--- config.mk ---
export PLATFORM = sky130hd
export DESIGN_NAME = rf_write_arbiter_flat
export DESIGN_NICKNAME = d
export VERILOG_FILES = /design/src/rtl/rf_write_arbiter_if.sv /design/src/rtl/rf_write_arbiter.sv /design/src/flat_wrapper.sv
export SDC_FILE = /design/constraint.sdc
export NUM_CORES = 1
export LEC_CHECK = 0
export CAP_MARGIN = 20
export CORE_ASPECT_RATIO = 0.7
export CORE_MARGIN = 2
export CORE_UTILIZATION = 67
export CTS_CLUSTER_SIZE = 14
export DETAILED_ROUTE_END_ITERATION = 12
export DONT_BUFFER_PORTS = 1
export PLACE_DENSITY_LB_ADDON = 0.15
export SYNTH_ARGS = -nofsm -noshare
export SYNTH_HDL_FRONTEND = slang
export SYNTH_SLANG_ARGS = --single-unit
--- constraint.sdc ---
create_clock -name clk -period 3.42 [get_ports clk]
set_clock_uncertainty 0.15 [all_clocks]
set_input_delay 0.855 -clock clk [delete_from_list [all_inputs] [get_ports clk]]
set_output_delay 0.855 -clock clk [all_outputs]
set_load 0.01 [all_outputs]
--- src/rtl/rf_write_arbiter_if.sv ---
// Register-file write-port bundle: core and debug request channels,
// freeze control, and the registered write port toward the register file.
interface rf_write_arbiter_if;
  logic        freeze;
  logic        c_valid;
  logic [4:0]  c_addr;
  logic [31:0] c_data;
  logic        c_ready;
  logic        d_valid;
  logic [4:0]  d_addr;
  logic [31:0] d_data;
  logic        d_ready;
  logic        rf_wrt_en;
  logic [4:0]  rf_wrt_addr;
  logic [31:0] rf_wrt_data;
  logic [3:0]  starve_cnt;

  // Requester / observer side.
  modport master (
    output freeze,
    output c_valid, c_addr, c_data,
    input  c_ready,
    output d_valid, d_addr, d_data,
    input  d_ready,
    input  rf_wrt_en, rf_wrt_addr, rf_wrt_data,
    input  starve_cnt
  );

  // Arbiter side.
  modport slave (
    input  freeze,
    input  c_valid, c_addr, c_data,
    output c_ready,
    input  d_valid, d_addr, d_data,
    output d_ready,
    output rf_wrt_en, rf_wrt_addr, rf_wrt_data,
    output starve_cnt
  );
endinterface

--- src/rtl/rf_write_arbiter.sv ---
// Arbitrates the single register-file write port between core writeback and
// debug. Core has fixed priority; a starvation counter forces a debug grant
// after STARVE_MAX consecutive denied cycles. The winning write is registered
// once before driving the register file; x0 writes never assert the enable.
module rf_write_arbiter #(
  parameter int unsigned STARVE_MAX = 4  // legal range 1..15
) (
  input logic               clk,
  input logic               reset,
  rf_write_arbiter_if.slave bus
);

  localparam logic [3:0] StarveMax = 4'(STARVE_MAX);

  logic        c_grant;
  logic        d_grant;
  logic [3:0]  starve_cnt_d,  starve_cnt_q;
  logic        rf_wrt_en_d,   rf_wrt_en_q;
  logic [4:0]  rf_wrt_addr_d, rf_wrt_addr_q;
  logic [31:0] rf_wrt_data_d, rf_wrt_data_q;

  // Grant decode: freeze, then forced debug, then core, then debug.
  always_comb begin
    c_grant = 1'b0;
    d_grant = 1'b0;
    if (bus.freeze) begin
      c_grant = 1'b0;
      d_grant = 1'b0;
    end else if (bus.d_valid && (starve_cnt_q == StarveMax)) begin
      d_grant = 1'b1;
    end else if (bus.c_valid) begin
      c_grant = 1'b1;
    end else if (bus.d_valid) begin
      d_grant = 1'b1;
    end
  end

  // Starvation counter next state; holds only while debug waits under freeze.
  always_comb begin
    starve_cnt_d = starve_cnt_q;
    if (bus.d_valid && c_grant) begin
      if (starve_cnt_q < StarveMax) begin
        starve_cnt_d = starve_cnt_q + 4'd1;
      end
    end else if (d_grant || !bus.d_valid) begin
      starve_cnt_d = 4'd0;
    end
  end

  // Output stage next state: load the winner, enable only for non-x0 targets.
  always_comb begin
    rf_wrt_en_d   = 1'b0;
    rf_wrt_addr_d = rf_wrt_addr_q;
    rf_wrt_data_d = rf_wrt_data_q;
    if (c_grant) begin
      rf_wrt_en_d   = (bus.c_addr != 5'd0);
      rf_wrt_addr_d = bus.c_addr;
      rf_wrt_data_d = bus.c_data;
    end else if (d_grant) begin
      rf_wrt_en_d   = (bus.d_addr != 5'd0);
      rf_wrt_addr_d = bus.d_addr;
      rf_wrt_data_d = bus.d_data;
    end
  end

  // State registers; asynchronous reset drops any in-flight write.
  always_ff @(posedge clk or posedge reset) begin
    if (reset) begin
      starve_cnt_q  <= 4'd0;
      rf_wrt_en_q   <= 1'b0;
      rf_wrt_addr_q <= 5'd0;
      rf_wrt_data_q <= 32'd0;
    end else begin
      starve_cnt_q  <= starve_cnt_d;
      rf_wrt_en_q   <= rf_wrt_en_d;
      rf_wrt_addr_q <= rf_wrt_addr_d;
      rf_wrt_data_q <= rf_wrt_data_d;
    end
  end

  // Drive the bundle outputs.
  always_comb begin
    bus.c_ready     = c_grant;
    bus.d_ready     = d_grant;
    bus.starve_cnt  = starve_cnt_q;
    bus.rf_wrt_en   = rf_wrt_en_q;
    bus.rf_wrt_addr = rf_wrt_addr_q;
    bus.rf_wrt_data = rf_wrt_data_q;
  end

endmodule

--- src/flat_wrapper.sv ---
// flat-port wrapper written by rule: the top's interface ports become plain ports
module rf_write_arbiter_flat 
#(
  parameter int unsigned STARVE_MAX = 4                      
)
  (clk, reset, bus_freeze, bus_c_valid, bus_c_addr, bus_c_data, bus_c_ready, bus_d_valid, bus_d_addr, bus_d_data, bus_d_ready, bus_rf_wrt_en, bus_rf_wrt_addr, bus_rf_wrt_data, bus_starve_cnt);
  rf_write_arbiter_if bus_i ();
  input logic clk;
  input logic reset;
  input wire logic [$bits(bus_i.freeze)-1:0] bus_freeze;
  input wire logic [$bits(bus_i.c_valid)-1:0] bus_c_valid;
  input wire logic [$bits(bus_i.c_addr)-1:0] bus_c_addr;
  input wire logic [$bits(bus_i.c_data)-1:0] bus_c_data;
  output wire logic [$bits(bus_i.c_ready)-1:0] bus_c_ready;
  input wire logic [$bits(bus_i.d_valid)-1:0] bus_d_valid;
  input wire logic [$bits(bus_i.d_addr)-1:0] bus_d_addr;
  input wire logic [$bits(bus_i.d_data)-1:0] bus_d_data;
  output wire logic [$bits(bus_i.d_ready)-1:0] bus_d_ready;
  output wire logic [$bits(bus_i.rf_wrt_en)-1:0] bus_rf_wrt_en;
  output wire logic [$bits(bus_i.rf_wrt_addr)-1:0] bus_rf_wrt_addr;
  output wire logic [$bits(bus_i.rf_wrt_data)-1:0] bus_rf_wrt_data;
  output wire logic [$bits(bus_i.starve_cnt)-1:0] bus_starve_cnt;
  assign bus_i.freeze = bus_freeze;
  assign bus_i.c_valid = bus_c_valid;
  assign bus_i.c_addr = bus_c_addr;
  assign bus_i.c_data = bus_c_data;
  assign bus_c_ready = bus_i.c_ready;
  assign bus_i.d_valid = bus_d_valid;
  assign bus_i.d_addr = bus_d_addr;
  assign bus_i.d_data = bus_d_data;
  assign bus_d_ready = bus_i.d_ready;
  assign bus_rf_wrt_en = bus_i.rf_wrt_en;
  assign bus_rf_wrt_addr = bus_i.rf_wrt_addr;
  assign bus_rf_wrt_data = bus_i.rf_wrt_data;
  assign bus_starve_cnt = bus_i.starve_cnt;
  rf_write_arbiter #(.STARVE_MAX(STARVE_MAX)) u_core (.clk(clk), .reset(reset), .bus(bus_i));
endmodule
**After elaboration in Yosys (flattened, before gate mapping)**

Cells that the tools add are included.

- Bits in registers: 42
- Output and inout bits: 44
- Word-level logic and storage cells: 33
- Bits of input ports: 79

- Magnitude comparators: 1
- Add/sub/neg operators: 1
- Mux-type cells: 16
- Equality and inequality tests: 2
- Reductions and logical operators: 9

Operator list:

| kind | count |
|---|---|
| $mux W32 | 2 |
| $mux W4 | 3 |
| $mux W5 | 2 |
| $reduce_bool A5 Y1 | 2 |
| $mux W1 | 9 |
| $add A4 B1 Y4 const B | 1 |
| $eq A4 B3 Y1 const B | 1 |
| $lt A4 B3 Y1 const B | 1 |
| $reduce_bool A2 Y1 | 2 |
| $logic_and A1 B1 Y1 | 2 |
| $ne A2 B2 Y1 const B | 1 |
| $reduce_and A2 Y1 | 1 |
| $logic_not A1 Y1 | 1 |
| $logic_or A1 B1 Y1 | 1 |

**Longest topological paths before layout**

Gate-level depths: netlist of run 1.

- Depth in word-level cells: 7
- Mapped depth: 7
- Gate-level depth less buffers: 6

**Worst setup path after synthesis of run 1**

Ideal clock, no wire load.

- Path kind: in2out
- Start point: input port bus_d_valid
- End point: output port bus_c_ready
- Slack: 0.913 ns
- Stages on the path: 4
- Buffers on the path: 2
- Arrival: 1.502 ns
- Cells stage by stage: nor2b_2 a31oi_4 buf_6 buf_6

- Longest elaborated chain between the ends: 3

RTL lines:

| what | RTL line | text |
|---|---|---|
| start, declared | flat_wrapper.sv:15 | `input wire logic [$bits(bus_i.d_valid)-1:0] bus_d_valid;` |
| $logic_and A1 B1 Y1 | rf_write_arbiter.sv:29 | `end else if (bus.d_valid && (starve_cnt_q == StarveMax)) begin` |
| $mux W1 | rf_write_arbiter.sv:29 |  |
| $mux W1 | rf_write_arbiter.sv:26 | `if (bus.freeze) begin` |
| end, declared | flat_wrapper.sv:14 | `output wire logic [$bits(bus_i.c_ready)-1:0] bus_c_ready;` |

No other way between the ends.

**Final worst setup path of run 1**

- Start point: register u_core.starve_cnt_q[0], in the netlist u_core.bus.starve_cnt[0]
- End point: output port bus_d_ready

- Longest elaborated chain between the ends: 4

RTL lines:

| what | RTL line | text |
|---|---|---|
| start, declared | rf_write_arbiter.sv:17 | `logic [3:0] starve_cnt_d, starve_cnt_q;` |
| start signal, assigned | rf_write_arbiter.sv:74 | `starve_cnt_q <= starve_cnt_d;` |
| $eq A4 B3 Y1 | rf_write_arbiter.sv:29 |  |
| $logic_and A1 B1 Y1 | rf_write_arbiter.sv:29 |  |
| $mux W1 | rf_write_arbiter.sv:29 |  |
| $mux W1 | rf_write_arbiter.sv:26 |  |
| end, declared | flat_wrapper.sv:18 | `output wire logic [$bits(bus_i.d_ready)-1:0] bus_d_ready;` |

No other way between the ends.

==> impl_metrics.json, run 1 <==
{
  "first_pass_iters": 5,
  "grtUsageTotal_pct": 26.5,
  "critPathMaxStageDelay_ps": 430,
  "wl_um": 4580,
  "maxCapViolCount": 0,
  "ys_types": 24,
  "hold_violations": 0,
  "syn_avg_cell_area_um2": 10.5,
  "cts_root_buffer": "clkbuf_8",
  "critical_path_class": "reg2out",
  "ys_seq_elements": 42,
  "clock_latency_ps": 280,
  "fmax_ghz": 0.386,
  "num_vias": 1478,
  "cpMaxStageDelayCell": "dfrtp_1",
  "synth_area_mm2": 0.00207,
  "cp_max_fo": 4,
  "fp-row-count": 16,
  "final_common_cell": "dfrtp_1",
  "pwr-share-clk_pct": 29.5,
  "wl_met2_um": 2360,
  "die_h_um": 50.5,
  "relSlewSlack_pct": 52.1,
  "synth_fp_nets": 279,
  "power.internal_uw": 777,
  "dp_hpwl_um": 3450,
  "ctsResizeCount": 0,
  "boundaryPins": 123,
  "overflow": 0,
  "worst_pin_slew_ps": 717,
  "wire_per_inst_um": 19.7,
  "postCtsSetupRepairBufs": 0,
  "cp-start-kind": "flop",
  "vias_per_cell": 6.37,
  "synthCells": 198,
  "gp_congestion": 0.801,
  "rsz0062_at_grt": "false",
  "cts_inserted_buffers": 5,
  "grt_pass1_wl_um": 7080,
  "wl_met3_um": 418,
  "drt_iter0_drc": 104,
  "period_needed_ps": 2590,
  "htree_num_levels": 2,
  "setup_viol": 0,
  "cts_hold_buf": 0,
  "drv_slew": 0,
  "clock_path_buffers": 2,
  "layout-drive-gt1-share_pct": 7.14,
  "yosys_warnings": 0,
  "min_path_type": "in2async",
  "cellLeakagePower_uw": 0.000903,
  "core-area_mm2": 0.00286,
  "wl_met1_um": 1760,
  "cts_tree": "built",
  "initial_core_util_pct": 72.4,
  "p_sw_uw": 310,
  "grt_max_degree": 77,
  "cp.required_ps": 2410,
  "cts.sinks": 42,
  "power.density_mw_per_mm2": 512,
  "crit_path_end_kind": "primary output",
  "peakVddDrop_v": 0.000308,
  "highest_layer": "met4",
  "drc": 0,
  "final_antenna_net_count": 0,
  "critical_path_buf_inv_count": 1,
  "cp_cell_sequence": "inv_1, ha_1, nand2_1, o21ai_0, and2_1",
  "cp.arrival_ps": 1580,
  "finalCritPeriodShare_pct": 75.7,
  "critPathTopFamily": "flip-flops",
  "final_cell_mix": "dfrtp_1 (42), nand2_1 (41), mux2i_1 (37)",
  "clkTransAtPathRegs_ps": 80,
  "io_buffers": 0,
  "grt_pass1_vias": 1484,
  "fp.dieW_um": 70.5,
  "switching_share_pct": 28.5,
  "power.share.combinational_pct": 12.2,
  "outcome": "completed",
  "ys_seq_area_share_pct": 50.7,
  "dieArea_mm2": 0.00356,
  "fin_nets": 276,
  "area_growth_pct": 2.54,
  "antenna_found_initial": 0,
  "sequentialPowerShare_pct": 58.3,
  "insertedDiodeCount": 0,
  "tns_ps": 0,
  "final_util_pct": 74.2
}
## synthesized netlist by cell type
library cell  count  area, um^2
a22o_1            1        8.76
o21ai_1          22         110
o21ai_0          20         100
o22ai_1           1        6.26
ha_1              2        25.0
or4_1             2        15.0
clkbuf_2          2        10.0
buf_6             7        78.8
nand2b_1          1        6.26
buf_4             2        15.0
nor2b_2           1        8.76
nand2_1          41         154
mux2i_1          37         370
nor2b_1           2        12.5
o21bai_1          1        7.51
nor3b_1           1        7.51
inv_1             4        15.0
mux2_2            1        11.3
buf_2             2        10.0
a21oi_1           2        10.0
a31oi_4           1        21.3
and2_1            2        12.5
dfrtp_1          42        1050
nand3_1           1        5.00
## cells by family after synthesis
kind of cell	count (synthesis)	synth area share, %
compound gates	48	12.7
fa+ha+maj	2	1.21
buf+inv	17	6.22
flops	42	50.7
mux	38	18.4
simple gates	51	10.7
## sequential cells by signal (all words and copies together) (netlist names)
register / cells
u_core.bus.rf_wrt_en: 1
u_core.bus.rf_wrt_addr: 5
u_core.bus.starve_cnt: 4
u_core.bus.rf_wrt_data: 32
## final timing paths
kind	from	end	slack, ps	cells after the start
setup reg to reg	u_core.bus.starve_cnt[0]$_DFFE_PP0P_	u_core.bus.rf_wrt_data[24]$_DFFE_PP0P_	1310	5
hold reg to reg	u_core.bus.rf_wrt_data[0]$_DFFE_PP0P_	u_core.bus.rf_wrt_data[0]$_DFFE_PP0P_	480	2
hold / removal	reset	u_core.bus.starve_cnt[2]$_DFFE_PP0P_	420	1
min in group clk	u_core.bus.rf_wrt_data[0]$_DFFE_PP0P_	u_core.bus.rf_wrt_data[0]$_DFFE_PP0P_	480	2
max in group asynchronous	reset	u_core.bus.rf_wrt_data[0]$_DFFE_PP0P_	1930	2
setup / recovery	u_core.bus.starve_cnt[0]$_DFFE_PP0P_	bus_d_ready	830	5
## layer usage
layer	up-vias	GRT usage, %
li1	673	-
met1	714	29.4
met2	85	47.5
met3	6	10.2
met4	0	8.01
met5	-	0
## worst reg2reg max path: cells and delay by family (launching register included)
family / cells / cell delay (ps)
adder cells (fa/ha/maj): 1 / 280
flip-flops: 1 / 420
buffers and inverters: 2 / 640
AO/OA/AOI/OAI: 2 / 490
## final cells by class
class | instances | area (um^2)
Inverter | 4 | 15.0
Tap cell | 36 | 45.0
Fill cell | 207 | 738
Timing Repair Buffer | 3 | 22.5
Clock inverter | 1 | 5.00
Multi-Input combinational cell | 139 | 900
Clock buffer | 7 | 86.3
Sequential cell | 42 | 1050
## metrics by stage
| stage | setup slack [ps] | hold slack (ps) | area, um^2 | power [uW] | cells |
|---|---|---|---|---|---|
| 6_report | 833 | 422 | 2120 | 1090 | 232 |
| 5_1_grt | 758 | 473 | 2120 | 1140 | 232 |
| 4_1_cts | 839 | 445 | 2120 | 1100 | 232 |
| 3_5_place_dp | 1060 | 462 | 2030 | 778 | 224 |
| 3_3_place_gp | 1160 | 459 | 2030 | 763 | 224 |
| 2_1_floorplan | 913 | 434 | 2070 | 747 | 198 |
## power by group through the flow
stage / Combinational (uW) / Clock [uW] / Sequential [uW]
floorplan: 119 / 0 / 629
global placement: 121 / 0 / 642
detailed placement: 135 / 0 / 642
CTS: 134 / 328 / 634
global route: 152 / 349 / 640
finish: 133 / 320 / 634
(Power assumes the default switching activity.)
==> run 2: changes to the inputs <==
CORE_UTILIZATION = 62   (was 67)
clock period = 2.6 ns   (was 3.42 ns; I/O delays follow)
==> run 2 against run 1 <==
Compared with the run above: critical path depth did not move; hold slack got worse by 270 ps; sequential power rose by 31%; setup slack got worse by 520 ps; combinational power rose by 32%; largest power group unchanged; routed wire length fell by 9.7%; utilization fell by 5.6 points; sequential share of layout area fell by 1.2 points; cell count rose by 2.6%; flip-flop and latch count did not move.
==> impl_metrics.json, run 2 (synthesis results as in run 1) <==
{
  "outcome": "completed",
  "busiest_layer": "met2",
  "use_met1_pct": 25.0,
  "dp_hpwl_um": 3250,
  "drv_slew": 0,
  "cellLeakagePower_uw": 0.000933,
  "postCtsSetupRepairBufs": 0,
  "rsz0062_at_grt": "false",
  "r2r_start": "u_core.bus.starve_cnt[0]$_DFFE_PP0P_",
  "final_antenna_net_count": 0,
  "cts_root_buffer": "clkbuf_8",
  "relSlewSlack_pct": 69.3,
  "fp.dieW_um": 73.1,
  "gp_congestion": 0.710,
  "io_buffers": 0,
  "insertedDiodeCount": 0,
  "layout-drive-gt1-share_pct": 9.50,
  "final_common_cell": "dfrtp_1",
  "grtUsageTotal_pct": 21.0,
  "core-area_mm2": 0.00317,
  "wl_um": 4130,
  "num_vias": 1413,
  "clock_latency_ps": 280,
  "first_pass_iters": 4,
  "initial_core_util_pct": 65.4,
  "cp-start-kind": "flop",
  "power.density_mw_per_mm2": 683,
  "min_path_type": "in2async",
  "cp.required_ps": 1800,
  "largest_reg_flops": 32,
  "cpMaxStageDelayCell": "dfrtp_1",
  "worstRegToRegCells": 5,
  "wire_per_inst_um": 17.4,
  "grtUsageMet3_pct": 7.12,
  "finalCritPeriodShare_pct": 87.9,
  "htree_num_levels": 2,
  "cts_hold_buf": 0,
  "num-fill-cells": 235,
  "instances_no_fill": 238,
  "use_met2_pct": 35.6,
  "cts_inserted_buffers": 5,
  "r2r_setup_slack_ps": 760,
  "ctsResizeCount": 0,
  "maxCapViolCount": 0,
  "place_inst": 230,
  "tns_ps": 0,
  "grt_max_degree": 35,
  "grt_pass1_wl_um": 6060,
  "final_cell_mix": "dfrtp_1 (42), nand2_1 (41), mux2i_1 (37)",
  "area_growth_pct": 5.01,
  "grt_pass1_vias": 1343,
  "hold_violations": 0,
  "cts_tree": "built",
  "boundaryPins": 123,
  "drt_iter0_drc": 88,
  "fp-row-count": 17,
  "cp_cell_sequence": "inv_1, ha_1, nand2_1, o21ai_0, and2_1",
  "power.total_uw": 1490,
  "peakVddDrop_v": 0.000375,
  "clock_path_buffers": 2,
  "critPathMaxStageDelay_ps": 430,
  "crit_path_end_kind": "primary output",
  "worst_pin_slew_ps": 456,
  "critical_path_class": "reg2out",
  "overflow": 0,
  "die_h_um": 52.4,
  "antenna_found_initial": 0,
  "setup_viol": 0,
  "drc": 0,
  "dieArea_mm2": 0.00383,
  "r2r_end": "u_core.bus.rf_wrt_data[18]$_DFFE_PP0P_",
  "cts.sinks": 42,
  "clkTransAtPathRegs_ps": 80,
  "cp.arrival_ps": 1480,
  "fmax_ghz": 0.438,
  "period_needed_ps": 2280,
  "fin_nets": 280,
  "cp_max_fo": 4,
  "vias_per_cell": 5.94
}
==> run 2: cell count changes in the layout (fill, tap and decap cells not counted) <==
cell	delta
clkbuf_8	+2
clkinv_2	-1
buf_4	+4
clkbuf_1	-1
==> run 2: how the worst max path moves through the flow <==
stage | endpoint | cells after the start | slack, ps | from
5_1_grt | bus_d_ready | 5 | 210 | u_core.bus.starve_cnt[0]$_DFFE_PP0P_
6_report | bus_d_ready | 5 | 320 | u_core.bus.starve_cnt[0]$_DFFE_PP0P_
2_1_floorplan | bus_c_ready | 4 | 500 | bus_d_valid
4_1_cts | bus_d_ready | 5 | 300 | u_core.bus.starve_cnt[0]$_DFFE_PP0P_
3_3_place_gp | bus_d_ready | 5 | 660 | u_core.bus.starve_cnt[0]$_DFFE_PP0P_
3_5_place_dp | bus_d_ready | 5 | 620 | u_core.bus.starve_cnt[0]$_DFFE_PP0P_
==> run 2: critical path, delay by kind of cell, from the launching register on <==
family | cells | cell delay (ps)
AOI/OAI and AO/OA | 1 | 130
adders and majority gates | 1 | 260
buffers and inverters | 1 | 110
DFF | 1 | 430
and+or+nand+nor | 2 | 270
==> run 2: cell type report <==
class | instances | area, um^2 | share of cell area, %
Tap cell | 38 | 47.5 | 2.19
Inverter | 4 | 15.0 | 0.690
Timing Repair Buffer | 7 | 52.6 | 2.42
Sequential cell | 42 | 1050 | 48.3
Clock buffer | 8 | 110 | 5.06
Multi-Input combinational cell | 139 | 900 | 41.3
==> run 2: report_power, final <==
part,leakage [uW],switching [uW],internal [uW]
combinational,0.000358,97.8,77.7
clock,0.0000575,210,268
sequential,0.000517,98.0,734
==> run 2: stage by stage <==
step	worst slack (ps)	util (%)	area (um^2)	hold WS [ps]
after global routing	207	68.7	2180	169
after detailed placement	619	65.2	2070	465
after CTS	303	68.7	2180	152
final	316	68.7	2180	152
after global placement	660	65.2	2070	459
after floorplan	503	-	2070	434
==> run 2: metal layers <==
metal / part of all wire (%) / vias up
met2: 49 / 78
met4: 0.44 / 0
met1: 42 / 656
li1: - / 677
met3: 9.1 / 2
met5: 0 / -
==> run 3: changes to the inputs <==
CAP_MARGIN = unset   (was 20)
==> results of run 3 <==
Final layout, timing and power as in run 2 (identical DEF).
